[src/rtl/subtree_gather_pkg.sv]
// Shared constants and helpers for the subtree gather (fan-in) block.
//   NUM_CHILD_DEF / DATA_W_DEF / CNT_W_DEF : default parameter values
//   id_w(n)                                : index width for n children, minimum 1
//   child_id_t                             : child index type at the default size
package subtree_gather_pkg;

   localparam int NUM_CHILD_DEF = 5;
   localparam int DATA_W_DEF    = 16;
   localparam int CNT_W_DEF     = 8;

   function automatic int id_w(input int n);
      int w;
      w = $clog2(n);
      return (w < 1) ? 1 : w;
   endfunction

   typedef logic [id_w(NUM_CHILD_DEF)-1:0] child_id_t;

endpackage

[src/rtl/rr_arbiter.sv]
// Combinational round-robin arbiter.
//   req     : per-requester request
//   ptr     : index holding highest priority this cycle
//   gnt     : one-hot grant (zero when no request)
//   gnt_idx : index of the granted requester
//   any_gnt : at least one request present
// The priority pointer register lives in the instantiating block.
module rr_arbiter
   import subtree_gather_pkg::*;
#(
   parameter int N     = NUM_CHILD_DEF,
   parameter int IDX_W = id_w(N)
) (
   input  logic [N-1:0]     req,
   input  logic [IDX_W-1:0] ptr,
   output logic [N-1:0]     gnt,
   output logic [IDX_W-1:0] gnt_idx,
   output logic             any_gnt
);

   always_comb begin
      int unsigned idx;
      gnt     = '0;
      gnt_idx = '0;
      any_gnt = 1'b0;
      idx     = 0;
      // Walk upward from ptr with wrap; first request found wins.
      for (int unsigned k = 0; k < unsigned'(N); k++) begin
         idx = k + 32'(ptr);
         if (idx >= unsigned'(N)) idx = idx - unsigned'(N);
         if (!any_gnt && req[idx]) begin
            any_gnt      = 1'b1;
            gnt[idx]     = 1'b1;
            gnt_idx      = IDX_W'(idx);
         end
      end
   end

endmodule

[src/rtl/subtree_gather_5to1.sv]
// Merges result beats from NUM_CHILD child subtrees into one stream to the parent.
//   clk, rst    : clock, asynchronous active-high reset
//   child_valid : per-child beat valid
//   child_data  : child i payload at [i*DATA_W +: DATA_W]
//   child_ready : per-child accept, one-hot or zero
//   out_valid   : merged beat valid (registered)
//   out_data    : merged payload (registered)
//   out_id      : source child index of out_data
//   out_ready   : parent accept
//   beat_cnt    : saturating count of beats accepted from children
module subtree_gather_5to1
   import subtree_gather_pkg::*;
#(
   parameter int NUM_CHILD = NUM_CHILD_DEF,
   parameter int DATA_W    = DATA_W_DEF,
   parameter int CNT_W     = CNT_W_DEF
) (
   input  logic                        clk,
   input  logic                        rst,
   input  logic [NUM_CHILD-1:0]        child_valid,
   input  logic [NUM_CHILD*DATA_W-1:0] child_data,
   output logic [NUM_CHILD-1:0]        child_ready,
   output logic                        out_valid,
   output logic [DATA_W-1:0]           out_data,
   output logic [id_w(NUM_CHILD)-1:0]  out_id,
   input  logic                        out_ready,
   output logic [CNT_W-1:0]            beat_cnt
);

   localparam int ID_W = id_w(NUM_CHILD);

   logic [ID_W-1:0]      rr_ptr;
   logic [NUM_CHILD-1:0] gnt;
   logic [ID_W-1:0]      gnt_idx;
   logic                 any_gnt;
   logic                 load_en;
   logic                 transfer;
   logic [DATA_W-1:0]    sel_data;

   rr_arbiter #(
      .N     (NUM_CHILD),
      .IDX_W (ID_W)
   ) u_arb (
      .req     (child_valid),
      .ptr     (rr_ptr),
      .gnt     (gnt),
      .gnt_idx (gnt_idx),
      .any_gnt (any_gnt)
   );

   // Output stage can take a beat when empty or being drained this cycle.
   assign load_en  = !out_valid || out_ready;
   assign transfer = any_gnt && load_en && !rst;

   always_comb begin
      child_ready = '0;
      if (!rst && load_en) child_ready = gnt;
   end

   always_comb begin
      sel_data = '0;
      for (int unsigned i = 0; i < unsigned'(NUM_CHILD); i++) begin
         if (gnt[i]) sel_data = child_data[i*DATA_W +: DATA_W];
      end
   end

   always_ff @(posedge clk or posedge rst) begin
      if (rst) begin
         out_valid <= 1'b0;
         out_data  <= '0;
         out_id    <= '0;
         rr_ptr    <= '0;
         beat_cnt  <= '0;
      end else if (transfer) begin
         out_valid <= 1'b1;
         out_data  <= sel_data;
         out_id    <= gnt_idx;
         rr_ptr    <= (gnt_idx == ID_W'(NUM_CHILD-1)) ? '0 : gnt_idx + 1'b1;
         if (beat_cnt != '1) beat_cnt <= beat_cnt + 1'b1;
      end else if (out_valid && out_ready) begin
         out_valid <= 1'b0;
      end
   end

endmodule

[config.mk]
export PLATFORM = sky130hd
export DESIGN_NAME = subtree_gather_5to1
export DESIGN_NICKNAME = d
export VERILOG_FILES = /design/src/rtl/subtree_gather_pkg.sv /design/src/rtl/rr_arbiter.sv /design/src/rtl/subtree_gather_5to1.sv
export SDC_FILE = /design/constraint.sdc
export NUM_CORES = 1
export LEC_CHECK = 0
export BUFFER_PORTS_ARGS = -buffer_cell sky130_fd_sc_hd__buf_2
export CORE_ASPECT_RATIO = 1.25
export CORE_MARGIN = 10
export CORE_UTILIZATION = 35
export CTS_BUF_LIST = sky130_fd_sc_hd__clkbuf_16
export CTS_CLUSTER_DIAMETER = 120
export CTS_CLUSTER_SIZE = 12
export DETAILED_ROUTE_END_ITERATION = 8
export PLACE_DENSITY = 0.59
export SLEW_MARGIN = 20
export SYNTH_ARGS = -nofsm -noshare
export SYNTH_HDL_FRONTEND = slang
export SYNTH_SLANG_ARGS = --single-unit
[constraint.sdc]
create_clock -name clk -period 4.61 [get_ports clk]
set_input_delay 0.2305 -clock clk [delete_from_list [all_inputs] [get_ports clk]]
set_output_delay 0.2305 -clock clk [all_outputs]
set_load 0.02 [all_outputs]
* Yosys cells after proc, flatten, opt, wreduce, memory -nomap -nowiden
Cells that the tools add are included.
Storage, ports and cells: bits in registers 31, output and inout port bits 33
Operators by class: add/sub/neg operators 11, $lt $le $gt $ge 15, equality and inequality tests 2, multiplexer cells 49, bitwise logic cells 4, reduce and logical (&&, ||, !) cells 22
Operators by type and width (count):
- $ge 32x1->1 const B | 5
- $lt 32x4->1 const B | 5
- $mux 32 | 5
- $ge 32x3->1 const B | 4
- $sub 32x3->32 const B | 4
- $mux 16 | 5
- $mux 5 | 6
- $or 5x5->5 | 4
- $mux 3 | 6
- $mux 1 | 17
- $bmux 1 s3 | 5
- $demux 1 s3 | 5
- $logic_and 1x1->1 | 13
- $add 2x3->4 const A | 2
- $add 8x1->8 const B | 1
- $ne 8x8->1 const B | 1
- $logic_not 1->1 | 6
- $add 1x3->4 const A | 1
- $add 3x3->4 const A | 1
- $sub 3x3->4 const B | 1
- $add 3x1->3 const B | 1
- $eq 3x3->1 const B | 1
- $ge 3x3->1 const B | 1
- $reduce_and 2->1 | 1
- 2 further kinds | 2

* Depth between registers and ports, before layout
depth in word-level cells 22, depth in mapped cells 19

* Hierarchy
A second synthesis with hierarchy kept.
Unflattened totals: cells, all modules 441, area, all modules 3597.2 um^2
Modules (own cells, without submodules):
- subtree_gather_5to1 | times used 1, cells each 209, area an instance 1960.6 um^2
- rr_arbiter | times used 1, cells each 232, area an instance 1636.6 um^2

* Worst setup path before layout
Ideal clock, no wire load.
kind reg-to-output, from register rr_ptr[1], to output port child_ready[1], arrival 3.850 ns, data required time 4.379 ns, slack 0.530 ns, stages on the path, launching flop included 16, cell sequence dfrtp_1 -> buf_2 -> inv_1 -> ha_1 -> ha_1 -> clkbuf_2 -> a21oi_1 -> mux2_2 -> a311oi_1 -> nand3_1 -> or3_1 -> nor2_1 -> a211o_1 -> buf_2 -> buf_4 -> nor2b_1
On the way: word-level cells in the longest chain between the ends 18, elaborated cells between the ends (all ways) 76, classes of those cells add/sub (9); order compare (15); mux (35); bitwise (4); reduce/logical (13)
RTL lines:
- from (decl) | RTL line subtree_gather_5to1.sv:32 | logic [ID_W-1:0] rr_ptr;
- from (signal assigned) | RTL line subtree_gather_5to1.sv:78 | rr_ptr <= (gnt_idx == ID_W'(NUM_CHILD-1)) ? '0 : gnt_idx + 1'b1;
- parallel branches: the longest is 16 deep, another holds $sub 32x3->32
- $mux 5 (*) | RTL line rr_arbiter.sv:31 | if (!any_gnt && req[idx]) begin
- $mux 5 (*) | RTL line subtree_gather_5to1.sv:57 | if (!rst && load_en) child_ready = gnt;
- to (decl) | RTL line subtree_gather_5to1.sv:22 | output logic [NUM_CHILD-1:0] child_ready,
Every way passes the cells marked *. The select of a mux whose other input is x is not followed.

* Worst setup path in the final report
Ends and elaborated chain as after synthesis.

==> metrics.txt <==
Routed Antenna Nets=0; antenna violations before repair=4; clock tree root driver cell=sky130_fd_sc_hd__clkbuf_16; global-route wire length before repair=20.77 mm; count of synthesis-stage warnings from yosys=0; final setup violation count=0; proportion of synthesized chip area in sequential cells=around 22%; total clock buffers created by CTS=5; Port Buffer Count=120; vias post-DR=3952; list of cells traversed by the critical path=inv_1 > ha_1 > ha_1 > a21oi_1 > mux2_2 > a311oi_1 > nand3_1 > or3_1 > nor2_1 > a211o_2 > nor2b_1 > buf_2; final worst setup slack=0.1668 ns; Detail Placement HPWL=10.66 mm; # DRC=0; CP peak stage delay=0.46 ns; main flop type after synthesis=sky130_fd_sc_hd__dfrtp_1; Filler Cell Count=1027; growth of design area from synthesis to finish=25.04%; clk_skew=0.003719 ns; critical path required time=4.38 ns; instance count of the mapped netlist=432; run status=finished clean; grt ovf=0; total iterations of the first detailed-routing run=5; RSZ-0062 raised after global routing=yes; Critical Path Source Type=flop; wire per inst=19.42 um; most prevalent standard cell on the critical path=sky130_fd_sc_hd__ha_1; Critical Path Sink=child_ready[1]; Seq cells post-synth=31; setup tns final=0 ns; Post-DP Area=4307 um2; most common cell after layout, fill and taps aside=sky130_fd_sc_hd__buf_2; placer's final routability congestion estimate=0.8999; sequential cell area in the final layout=775.7 um2; unique cell type count in the Yosys netlist=76; insertion delay to the later sink of the worst-skew pair=between 0.2 and 0.3 ns; FP Rows=a little over 40; final net count=653; Crit-path slowest cell=sky130_fd_sc_hd__a311oi_1; IO Pins=121; kind of cell adding the most delay to the critical path=compound AO/OA/AOI/OAI gates; Total Routed Length=between 10 and 15 mm; CTS tree=yes; final-report max-slew violation count=0; buffers plus inverters on the worst setup path=2; fin crit share=96.38%; area of the multi-input gates=2601 um2; vias in the first global route=roughly 3900; die height=about 130 um; Setup Buffers After CTS=0; clock sink count=31; start of the worst register-to-register path=rr_ptr[1]; initial cell density of the core=35.64%; relative slew slack=48.92%; floorplan core area=10110 um2; depth of the critical timing path with buffers and inverters included=12; synthesized net count=540; Final Util=44.57%; end of the worst register-to-register path=out_data[6]; detailed-route vias per instance=5.820; number of cells on the worst reg-to-reg path=12; most frequent cells in the layout=120 x sky130_fd_sc_hd__buf_2, 36 x sky130_fd_sc_hd__nand2_1, 31 x sky130_fd_sc_hd__dfrtp_1; fin area=4504 um2; launching instance or port of the critical path=rr_ptr[1]; worst slack after detailed placement=0.1747 ns; x dimension of the die=110.7 um; worst path arrival time=4.21 ns; crit-path max FO=10; overall track demand over capacity in global routing=16.89%; layout cells sized above 1=35.35%; crit path time final=4.443 ns; count of flip-flops with a built-in enable after synthesis=0; transition time at the pin with the least slew margin=approximately 0.77 ns; detailed router's first-iteration violation count=about 270; number of max-cap violations=0; maximum number of pins on one net before global-route repair=32; FFs w/ async S/R, synth=between 90% and 100%; Worst Setup End Kind=output port; die area=14780 um2; Highest Clock Rate=225.1 MHz; CTS max path bufs=2; post-synthesis instance area=roughly 3600 um2; clock slew at reported path FFs=0.05 ns; critical path class=flop to output port; setup slack on the worst flop-to-flop path=around 0.29 ns; H-tree levels=2; final hold violations=0; mean instance size in the synthesized netlist=8.338 um2; kind of path behind the tightest hold check=input pin to asynchronous set/reset pin
## cell type report
cell class	instances	share of cell area, %
flip-flops and latches	31	17.22
clock inverters	3	0.8611
inverters	17	1.417
diodes	4	0.2222
well taps	129	3.583
multi-input cells	353	57.75
clock buffers	5	2.778
repair buffers	137	16.17
## worst min-delay path by stage
stage                     slack [ns]            to  start  cells past startpoint
final                           0.06  out_data[11]    rst                      3
after global routing             0.1  out_data[11]    rst                      3
after CTS                       0.07  out_data[11]    rst                      3
after detailed placement        0.37  out_data[15]    rst                      3
after global placement          0.38     out_valid    rst                      3
after floorplan                 0.34   beat_cnt[0]    rst                      1
## sequential cells by signal, indices dropped and copies added (netlist names)
name and count:
rr_ptr 3, out_valid 1, out_id 3, beat_cnt 8, out_data 16
## worst min-delay path, delay by kind of cell
family,cells,cell delay (ns)
buffers and inverters,3,0.53
## synthesized netlist by cell type, drive strengths merged, types with 3 or more instances
cell type  number  area share [%]
a31oi          23             4.4
or3             4            0.69
and3            6             1.0
buf            26             4.6
xnor2           8             1.9
a221oi         18             6.1
xor2            3            0.73
ha             19             6.6
o22ai          19             3.3
nand2          37             3.9
a311oi          3            0.90
mux2i           7             2.4
inv            17             1.8
o211ai          5             1.2
a211oi          5             1.4
a21oi          18             2.7
a22oi           4            0.83
o31ai          17             4.9
nand4           6             1.0
clkbuf          5            0.56
o21ai          14             2.0
mux2            5             1.6
nand3b          3            0.63
dfrtp          31              22
nor3b           4            0.97
nand2b         10             1.8
a21o            4            0.83
nand3          16             2.4
and2            3            0.52
nor2           23             2.4
nor2b          23             4.1
nor3           17             2.6
## timing repair
| action | in CTS | in global routing |
|---|---|---|
| resized for setup | 1 | 4 |
| hold buffers | 0 | 0 |
| cloned | 0 | 0 |
| endpoints found under the setup margin | 1 | 10 |
## cells by family (layout without fill, tap and decap cells)
family	Yosys count	count (layout)	synth area share, %
and+or+nand+nor	160	160	23.86
AOI/OAI and AO/OA	150	150	33.90
buffers and inverters	48	162	6.912
DFF	31	31	21.54
adders and majority gates	20	20	7.155
muxes	12	12	3.960
xor gates and xnor gates	11	11	2.675
other	0	4	0
## layer usage
layer / vias to the layer above / global-route usage (%) / share of wire [%]
li1: 1881 / - / -
met1: 1862 / 19.01 / 40
met2: 180 / 29.30 / 50
met3: 29 / 3.684 / 6.5
met4: 0 / 8.551 / 4.0
met5: - / 0 / 0
## stage by stage
step / hold WS [ns] / std cells
after floorplan: 0.3423 / 432
after global placement: 0.3837 / 667
after detailed placement: 0.3684 / 667
after CTS: 0.06934 / 675
after global routing: 0.09696 / 679
final: 0.05845 / 679
Power is not shown: default switching activity piles up to over one toggle a cycle in this logic, so the estimate is an artifact.
